### src/rtl/mips_ls_pkg.sv
// Shared definitions for the MEM-stage load/store unit: op codes, FSM encoding,
// byte-enable constants and small lane helpers.
package mips_ls_pkg;

  localparam logic [2:0] LS_LW  = 3'd0;
  localparam logic [2:0] LS_LH  = 3'd1;
  localparam logic [2:0] LS_LHU = 3'd2;
  localparam logic [2:0] LS_LB  = 3'd3;
  localparam logic [2:0] LS_LBU = 3'd4;
  localparam logic [2:0] LS_SW  = 3'd5;
  localparam logic [2:0] LS_SH  = 3'd6;
  localparam logic [2:0] LS_SB  = 3'd7;

  localparam logic [1:0] ST_IDLE   = 2'd0;
  localparam logic [1:0] ST_ACCESS = 2'd1;
  localparam logic [1:0] ST_DONE   = 2'd2;
  localparam logic [1:0] ST_FAULT  = 2'd3;

  localparam logic [3:0] BE_NONE    = 4'b0000;
  localparam logic [3:0] BE_ALL     = 4'b1111;
  localparam logic [3:0] BE_LO_HALF = 4'b0011;
  localparam logic [3:0] BE_HI_HALF = 4'b1100;
  localparam logic [3:0] BE_BYTE0   = 4'b0001;

  function automatic logic is_store(input logic [2:0] op);
    return (op == LS_SW) || (op == LS_SH) || (op == LS_SB);
  endfunction

  function automatic logic is_aligned(input logic [2:0] op, input logic [1:0] lo);
    logic ok;
    case (op)
      LS_LW, LS_SW:         ok = (lo == 2'b00);
      LS_LH, LS_LHU, LS_SH: ok = ~lo[0];
      default:              ok = 1'b1;
    endcase
    return ok;
  endfunction

  // Loads always fetch the whole word; the lane is picked after the ack.
  function automatic logic [3:0] store_be(input logic [2:0] op, input logic [1:0] lo);
    logic [3:0] be;
    case (op)
      LS_SB:   be = BE_BYTE0 << lo;
      LS_SH:   be = lo[1] ? BE_HI_HALF : BE_LO_HALF;
      default: be = BE_ALL;
    endcase
    return be;
  endfunction

  function automatic logic [31:0] store_data(input logic [2:0] op, input logic [31:0] wdata);
    logic [31:0] data;
    case (op)
      LS_SB:   data = {4{wdata[7:0]}};
      LS_SH:   data = {2{wdata[15:0]}};
      default: data = wdata;
    endcase
    return data;
  endfunction

endpackage

### src/rtl/ls_load_align.sv
// Combinational load aligner: picks the byte/half lane of the bus word and
// sign- or zero-extends it according to the load op.
module ls_load_align
  import mips_ls_pkg::*;
(
  input  logic [31:0] rdata,
  input  logic [1:0]  byte_off,
  input  logic [2:0]  op,
  output logic [31:0] load_word
);

  logic [7:0]  byte_lane;
  logic [15:0] half_lane;

  always_comb begin
    case (byte_off)
      2'd0:    byte_lane = rdata[7:0];
      2'd1:    byte_lane = rdata[15:8];
      2'd2:    byte_lane = rdata[23:16];
      default: byte_lane = rdata[31:24];
    endcase
    half_lane = byte_off[1] ? rdata[31:16] : rdata[15:0];

    case (op)
      LS_LB:   load_word = {{24{byte_lane[7]}}, byte_lane};
      LS_LBU:  load_word = {24'd0, byte_lane};
      LS_LH:   load_word = {{16{half_lane[15]}}, half_lane};
      LS_LHU:  load_word = {16'd0, half_lane};
      default: load_word = rdata;
    endcase
  end

endmodule

### src/rtl/mem_load_store_unit.sv
// MEM-stage load/store unit: turns one controller request into a req/ack bus
// transaction, aligns load data into dr_out and reports misalign/timeout faults.
module mem_load_store_unit
  import mips_ls_pkg::*;
#(
  parameter int TIMEOUT = 16
)
(
  input  logic        clk,
  input  logic        rst_n,
  input  logic        start,
  input  logic [2:0]  op,
  input  logic [31:0] addr,
  input  logic [31:0] wdata,
  output logic        busy,
  output logic        done,
  output logic        misalign,
  output logic        bus_err,
  output logic [31:0] dr_out,
  output logic        mem_req,
  output logic        mem_we,
  output logic [3:0]  mem_be,
  output logic [31:0] mem_addr,
  output logic [31:0] mem_wdata,
  input  logic [31:0] mem_rdata,
  input  logic        mem_ack
);

  localparam logic       TIMEOUT_EN    = (TIMEOUT > 0);
  localparam logic [7:0] TIMEOUT_LIMIT = (TIMEOUT > 0) ? 8'(TIMEOUT - 1) : 8'd0;

  logic [1:0]  state_q, state_d;
  logic [2:0]  op_q, op_d;
  logic [31:0] addr_q, addr_d;
  logic [31:0] wdata_q, wdata_d;
  logic [3:0]  be_q, be_d;
  logic        we_q, we_d;
  logic [7:0]  cnt_q, cnt_d;
  logic        fault_to_q, fault_to_d;
  logic [31:0] dr_q, dr_d;
  logic [31:0] load_word;

  ls_load_align u_align (
    .rdata     (mem_rdata),
    .byte_off  (addr_q[1:0]),
    .op        (op_q),
    .load_word (load_word)
  );

  // fault_to_q distinguishes a timeout fault (1) from a misalign fault (0).
  always_comb begin
    state_d    = state_q;
    op_d       = op_q;
    addr_d     = addr_q;
    wdata_d    = wdata_q;
    be_d       = be_q;
    we_d       = we_q;
    cnt_d      = cnt_q;
    fault_to_d = fault_to_q;
    dr_d       = dr_q;

    case (state_q)
      ST_IDLE: begin
        if (start) begin
          op_d   = op;
          addr_d = addr;
          if (is_aligned(op, addr[1:0])) begin
            state_d = ST_ACCESS;
            cnt_d   = 8'd0;
            we_d    = is_store(op);
            be_d    = store_be(op, addr[1:0]);
            wdata_d = is_store(op) ? store_data(op, wdata) : 32'd0;
          end else begin
            state_d    = ST_FAULT;
            fault_to_d = 1'b0;
          end
        end
      end
      ST_ACCESS: begin
        if (mem_ack) begin
          state_d = ST_DONE;
          if (!is_store(op_q)) begin
            dr_d = load_word;
          end
        end else if (TIMEOUT_EN && (cnt_q == TIMEOUT_LIMIT)) begin
          state_d    = ST_FAULT;
          fault_to_d = 1'b1;
        end else begin
          cnt_d = cnt_q + 8'd1;
        end
      end
      default: state_d = ST_IDLE;
    endcase
  end

  always_ff @(posedge clk or negedge rst_n) begin
    if (!rst_n) begin
      state_q    <= ST_IDLE;
      op_q       <= LS_LW;
      addr_q     <= 32'd0;
      wdata_q    <= 32'd0;
      be_q       <= BE_NONE;
      we_q       <= 1'b0;
      cnt_q      <= 8'd0;
      fault_to_q <= 1'b0;
      dr_q       <= 32'd0;
    end else begin
      state_q    <= state_d;
      op_q       <= op_d;
      addr_q     <= addr_d;
      wdata_q    <= wdata_d;
      be_q       <= be_d;
      we_q       <= we_d;
      cnt_q      <= cnt_d;
      fault_to_q <= fault_to_d;
      dr_q       <= dr_d;
    end
  end

  assign busy      = (state_q != ST_IDLE);
  assign done      = (state_q == ST_DONE);
  assign misalign  = (state_q == ST_FAULT) && !fault_to_q;
  assign bus_err   = (state_q == ST_FAULT) && fault_to_q;
  assign mem_req   = (state_q == ST_ACCESS);
  assign mem_we    = we_q;
  assign mem_be    = be_q;
  assign mem_addr  = {addr_q[31:2], 2'b00};
  assign mem_wdata = wdata_q;
  assign dr_out    = dr_q;

endmodule

### config.mk
export PLATFORM = sky130hd
export DESIGN_NAME = mem_load_store_unit
export DESIGN_NICKNAME = d
export VERILOG_FILES = /design/src/rtl/mips_ls_pkg.sv /design/src/rtl/ls_load_align.sv /design/src/rtl/mem_load_store_unit.sv
export SDC_FILE = /design/constraint.sdc
export NUM_CORES = 1
export LEC_CHECK = 0
export CORE_ASPECT_RATIO = 0.6
export CORE_MARGIN = 4
export CORE_UTILIZATION = 49
export DETAILED_ROUTE_END_ITERATION = 10
export PLACE_DENSITY = 0.87
export SLEW_MARGIN = 20
export SYNTH_ARGS = -nofsm -noshare
export SYNTH_HDL_FRONTEND = slang
export SYNTH_SLANG_ARGS = --single-unit
export TNS_END_PERCENT = 10
### constraint.sdc
create_clock -name clk -period 3.2 [get_ports clk]
set_input_delay 0.64 -clock clk [delete_from_list [all_inputs] [get_ports clk]]
set_output_delay 0.64 -clock clk [all_outputs]
set_load 0.02 [all_outputs]
==> impl_metrics.json, run 1 <==
{
  "outcome": "finished, final reports clean",
  "dieWidth_um": 148,
  "avgSynthCellArea_um2": 10.4,
  "cts_num_sinks": 115,
  "drc": 0,
  "slew_headroom_pct": 39.7,
  "worst-path-max-fanout": 12,
  "routed_wl_mm": 17.6,
  "hold_class": "input port to async pin",
  "swShare_pct": 38.0,
  "finalCritPeriodShare_pct": 83.2,
  "cts.clk_slew.worst_paths_ps": 50,
  "layout_commonest_cell": "clkdlybuf4s50_1",
  "power_density_nw_per_um2": 1080,
  "critPathCaptureType": "primary output",
  "worstSkewPairLatency_ps": 410,
  "grt_pass1_vias": 5102,
  "initial_core_util_pct": 50.5,
  "critPathLaunchType": "register",
  "cts-resized-gates": 0,
  "vias_per_cell": 5.59,
  "timing.rr.end": "mem_wdata[5]$_DFFE_PN0P_",
  "clockPowerShare_pct": 22.8,
  "syn_area_um2": 5750,
  "drv_cap": 0,
  "grt_pass1_wl_mm": 27.9,
  "worst_slew_pin_slew_ps": 901,
  "globalRoute.totalOverflow": 0,
  "synthTopCellsByArea": "dfrtp_1, mux2_2, a21oi_1",
  "r2r_slack_ps": 850,
  "placed_cell_area_um2": 7710,
  "diodes": 0,
  "drive_gt1_share_pct": 13.5,
  "core_region_area_um2": 11400,
  "cts_buffers": 17,
  "fin_util_pct": 73.4,
  "antenna_found_initial": 0,
  "layout_min_cycle_time_ps": 2660,
  "ys_types": 50,
  "dpl.hpwl_mm": 13.1,
  "power_leakage_nw": 3.60,
  "grt_util_all_layers_pct": 26.1,
  "fmax_mhz": 375,
  "seq_area_frac_synth_pct": 50.1,
  "rows": 30,
  "p_sw_mw": 3.44,
  "synthFlopType": "dfrtp_1",
  "seq_power_share_pct": 29.7,
  "cts_tree": "done",
  "setup_viol": 0,
  "ys_ff_latch": 115,
  "crit_type": "register to primary output",
  "netlist_instances": 554,
  "ctsHtreeMaxLevel": 4,
  "startpoint": "state_q[0]$_DFFE_PN0P_",
  "fp.dieH_um": 91.9,
  "dr.pass1.iters": 5,
  "finClkSkew_ps": 10.2,
  "synthToLayoutAreaGrowth_pct": 45.2,
  "synth_enable_flop_cells": 0,
  "postRouteAntennaNets": 0,
  "fin_nets": 832,
  "rsz0062_at_grt": "false",
  "grt_max_degree": 57,
  "io_buffers": 206,
  "vias": 5033,
  "place.gp.congestion": 0.924,
  "yosys_warnings": 0,
  "drt-initial-drc-count": 526,
  "synth_top_area_share_pct": 50.1,
  "postCtsSetupRepairBufs": 0,
  "synth_top_cell_by_area": "dfrtp_1",
  "timing.rr.start": "state_q[0]$_DFFE_PN0P_",
  "clockBufferDepth": 2,
  "arrival_ps": 2020,
  "fin_cells": 900,
  "cp_data_required_time_ps": 2560,
  "layout_common_cells": "clkdlybuf4s50_1, dfrtp_1, nand2_1",
  "holdBufCountCts": 0,
  "cts-root-buf": "clkbuf_16",
  "dpl.cell_count": 869,
  "fin_area_um2": 8350,
  "wl_per_cell_um": 19.6,
  "hold_viol": 0,
  "dieArea_um2": 13600,
  "p_int_mw": 5.62,
  "top_level_ports": 209,
  "fin_setup_tns_ps": 0,
  "crit_end": "mem_req",
  "async_reset_ff_share_pct": 100,
  "r2r_cells": 6,
  "irDropWorstVdd_uv": 602,
  "slew_violations": 0,
  "power_frac_comb_pct": 47.5
}
-- flip-flops by register name, summed over array words and instances, names as in the netlist --
name,count
mem_wdata,32
mem_we,1
mem_be,4
addr_q,32
dr_out,32
state_q,2
op_q,3
fault_to_q,1
cnt_q,8
-- synthesized netlist by cell type (all sizes together), types with 2 or more instances --
| master | count |
|---|---|
| a22o | 9 |
| a31oi | 3 |
| a21oi | 63 |
| nor2 | 48 |
| or2 | 3 |
| o221a | 4 |
| clkbuf | 15 |
| nand3 | 4 |
| nor2b | 4 |
| buf | 49 |
| nand2b | 2 |
| o21a | 3 |
| nor3b | 2 |
| nor3 | 2 |
| xnor2 | 2 |
| a21o | 2 |
| mux2 | 41 |
| and3 | 4 |
| a22oi | 8 |
| o21ai | 51 |
| mux4 | 8 |
| inv | 5 |
| dfrtp | 115 |
| mux2i | 24 |
| and2 | 2 |
| a222oi | 2 |
| nand2 | 67 |
-- kinds of logic (layout without fill, tap and decap cells) --
family	count (synthesis)	in the layout	share of synthesized area, %
and+or+nand+nor	141	141	10.7
other	1	2	0.0652
buffers and inverters	69	254	7.25
adders and majority gates	1	1	0.218
xor gates and xnor gates	3	3	0.588
muxes	73	73	15.5
DFF	115	115	50.1
AOI/OAI and AO/OA	151	151	15.6
-- metrics by stage --
step / worst slack (ps) / power (mW) / hold WS [ps]
floorplan: 1170 / 5.25 / 344
global placement: 478 / 6.83 / 465
detailed placement: 326 / 6.97 / 470
CTS: 522 / 9.08 / 317
global route: 421 / 9.53 / 341
finish: 536 / 9.06 / 290
-- worst min-delay path by stage --
| stage | from | endpoint | slack, ps | depth (start not counted) |
|---|---|---|---|---|
| 2_1_floorplan | rst_n | addr_q[0]$_DFFE_PN0P_ | 340 | 0 |
| 3_3_place_gp | cnt_q[7]$_DFFE_PN0P_ | cnt_q[7]$_DFFE_PN0P_ | 460 | 1 |
| 3_5_place_dp | mem_wdata[15]$_DFFE_PN0P_ | mem_wdata[15]$_DFFE_PN0P_ | 470 | 2 |
| 4_1_cts | rst_n | dr_out[11]$_DFFE_PN0P_ | 320 | 1 |
| 5_1_grt | rst_n | dr_out[10]$_DFFE_PN0P_ | 340 | 1 |
| 6_report | rst_n | dr_out[11]$_DFFE_PN0P_ | 290 | 1 |
-- power by group through the flow --
stage	Sequential (mW)	Clock, mW	Combinational (mW)
finish	2.69	2.06	4.31
floorplan	3.01	0	2.24
detailed placement	2.69	0	4.28
global route	2.78	2.16	4.58
global placement	2.66	0	4.17
CTS	2.68	2.09	4.31
-- final cells by class --
type / count / area, um^2
fillers: 789 / 3030
flip-flops and latches: 115 / 2880
multi-input cells: 371 / 2460
repair buffers: 218 / 2150
clock buffers: 21 / 460
well taps: 160 / 200
clock inverters: 10 / 180
inverters: 5 / 18.8
-- layer usage --
layer / part of all wire [%] / GRT usage (%) / routed length, um / vias to the layer above
met5: 0 / 0 / 0 / -
met4: 1.2 / 6.99 / 217 / 0
met3: 12 / 9.33 / 2040 / 18
met2: 44 / 37.7 / 7760 / 319
met1: 43 / 37.5 / 7630 / 2422
li1: - / - / - / 2274
-- worst max-delay path, stage by stage, from the launching register on --
cell,delay (ps)
dfrtp_1,580
nand2b_1,220
inv_1,170
clkdlybuf4s50_1,650
(Power assumes the default switching activity.)
==> inputs of run 2 (changes only) <==
Settings changed: CORE_UTILIZATION 49 to 45, PLACE_DENSITY 0.87 to 0.81.
Clock period 3.2 ns to 2.5 ns, I/O delays scaled along.
==> impl_metrics.json, run 2 (synthesis results as in run 1) <==
{
  "outcome": "finished, final reports clean",
  "finalCritPeriodShare_pct": 90.1,
  "vias_per_cell": 5.47,
  "cts-root-buf": "clkbuf_16",
  "top_level_ports": 209,
  "cp_data_required_time_ps": 2000,
  "diodes": 0,
  "fp.dieH_um": 95.5,
  "ctsHtreeMaxLevel": 4,
  "drc": 0,
  "dr.pass1.iters": 5,
  "hold_viol": 0,
  "use_met3_pct": 7.53,
  "wl_per_cell_um": 19.5,
  "grt_pass1_wl_mm": 27.8,
  "r2r_slack_ps": 490,
  "grt_pass1_vias": 5107,
  "io_buffers": 206,
  "arrival_ps": 1750,
  "synthToLayoutAreaGrowth_pct": 46.5,
  "r2r_cells": 5,
  "rows": 31,
  "fin_cells": 916,
  "routed_wl_mm": 17.9,
  "power_frac_comb_pct": 50.3,
  "worst_slew_pin_slew_ps": 678,
  "layout_common_cells": "clkdlybuf4s50_1, dfrtp_1, nand2_1",
  "irDropWorstVdd_uv": 848,
  "use_met2_pct": 35.9,
  "worst-path-max-fanout": 12,
  "cts_num_sinks": 115,
  "nFillCells": 926,
  "holdBufCountCts": 0,
  "dpl.cell_count": 885,
  "core_region_area_um2": 12300,
  "clockBufferDepth": 2,
  "postRouteAntennaNets": 0,
  "drv_cap": 0,
  "clockPowerShare_pct": 20.3,
  "dieArea_um2": 14700,
  "p_int_mw": 6.98,
  "layout_commonest_cell": "clkdlybuf4s50_1",
  "place.gp.congestion": 0.892,
  "initial_core_util_pct": 46.9,
  "finClkSkew_ps": 9.75,
  "antenna_found_initial": 0,
  "cts_tree": "done",
  "layout_min_cycle_time_ps": 2250,
  "rsz0062_at_grt": "false",
  "slew_violations": 0,
  "critPathCaptureType": "primary output",
  "fin_nets": 843,
  "worstSkewPairLatency_ps": 400,
  "drive_gt1_share_pct": 14.9,
  "dieWidth_um": 154,
  "grt_busiest_layer": "met2",
  "grt_max_degree": 52,
  "power_leakage_nw": 3.65,
  "power_density_nw_per_um2": 1350,
  "timing.rr.end": "mem_wdata[6]$_DFFE_PN0P_",
  "slew_headroom_pct": 54.8,
  "seq_power_share_pct": 29.4,
  "dpl.hpwl_mm": 13.3,
  "fmax_mhz": 444,
  "vias": 5013,
  "setup_viol": 0,
  "cts_buffers": 17,
  "swShare_pct": 38.8,
  "grt_util_all_layers_pct": 24.2,
  "fin_util_pct": 68.7,
  "drt-initial-drc-count": 411,
  "timing.rr.start": "state_q[0]$_DFFE_PN0P_",
  "p_sw_mw": 4.42,
  "met1_usage_pct": 34.6,
  "globalRoute.totalOverflow": 0,
  "critPathLaunchType": "register",
  "crit_type": "register to primary output",
  "fin_setup_tns_ps": 0,
  "hold_class": "input port to async pin",
  "cts.clk_slew.worst_paths_ps": 50
}
==> run 2: cell count changes in the layout (fill, tap and decap cells not counted) <==
| cell | previous run | this run |
|---|---|---|
| clkbuf_8 | 2 | 1 |
| dfrtp_1 | 115 | 114 |
| clkinvlp_4 | 2 | 3 |
| buf_4 | 13 | 19 |
| dfrtp_2 | 0 | 1 |
| dlymetal6s2s_1 | 0 | 1 |
| clkinv_2 | 3 | 6 |
| clkdlybuf4s50_1 | 205 | 204 |
| buf_12 | 0 | 5 |
| bufinv_16 | 5 | 2 |
==> run 2: worst max-delay path by stage <==
stage	endpoint	cells after the start	slack, ps	from
after floorplan	mem_wdata[23]$_DFFE_PN0P_	8	610	op[1]
after global placement	dr_out[16]$_DFFE_PN0P_	6	200	mem_rdata[31]
after detailed placement	mem_wdata[15]$_DFFE_PN0P_	7	60	op[1]
after CTS	mem_req	3	50	state_q[1]$_DFFE_PN0P_
after global routing	busy	2	190	state_q[0]$_DFFE_PN0P_
final	busy	2	250	state_q[0]$_DFFE_PN0P_
==> run 2: power groups by stage <==
stage	sequential (mW)	clock [mW]	combinational [mW]
after floorplan	3.85	0	2.87
after global placement	3.32	0	5.57
after detailed placement	3.34	0	5.72
after CTS	3.35	2.33	5.75
final	3.35	2.31	5.73
after global routing	3.46	2.44	6.11
==> run 2: final cells by class <==
class / instances / area [um^2] / share of cell area, %
Clock inverter: 11 / 113 / 1.34
Sequential cell: 115 / 2880 / 34.2
Tap cell: 165 / 206 / 2.45
Multi-Input combinational cell: 371 / 2460 / 29.2
Timing Repair Buffer: 229 / 2300 / 27.3
Clock buffer: 20 / 447 / 5.30
Inverter: 5 / 18.8 / 0.223
==> run 2: repair_timing <==
item / CTS / global route
resized for setup: 1 / 1
pin swaps: 0 / 0
buffers inserted: 0 / 0
setup endpoints to repair: 1 / 1
==> run 2: through the flow <==
step           hold WS (ps)  power, mW  worst slack, ps  area, um^2
2_1_floorplan           204       6.72              612        5750
3_3_place_gp            464       8.89              199        7860
3_5_place_dp            474       9.07             57.8        7860
5_1_grt                 119       12.0              190        8420
4_1_cts                 101       11.4             47.3        8420
6_report               91.1       11.4              248        8420
==> run 2: routing by layer <==
metal | part of all wire [%] | up-vias | routed length [um]
li1 | - | 2297 | -
met1 | 45 | 2444 | 8070
met2 | 44 | 254 | 7910
met3 | 9.3 | 18 | 1650
met4 | 1.2 | 0 | 218
met5 | 0 | - | 0
==> run 2: worst max-delay path, cell delays in order, from the launching register on <==
cell	delay [ps]
dfrtp_2	490
or2_4	310
clkdlybuf4s50_1	560
==> inputs of run 3 (changes only) <==
Settings changed: GPL_TIMING_DRIVEN from default to 1.
==> results of run 3 <==
The final DEF is identical to that of run 2; final timing and power are the same.
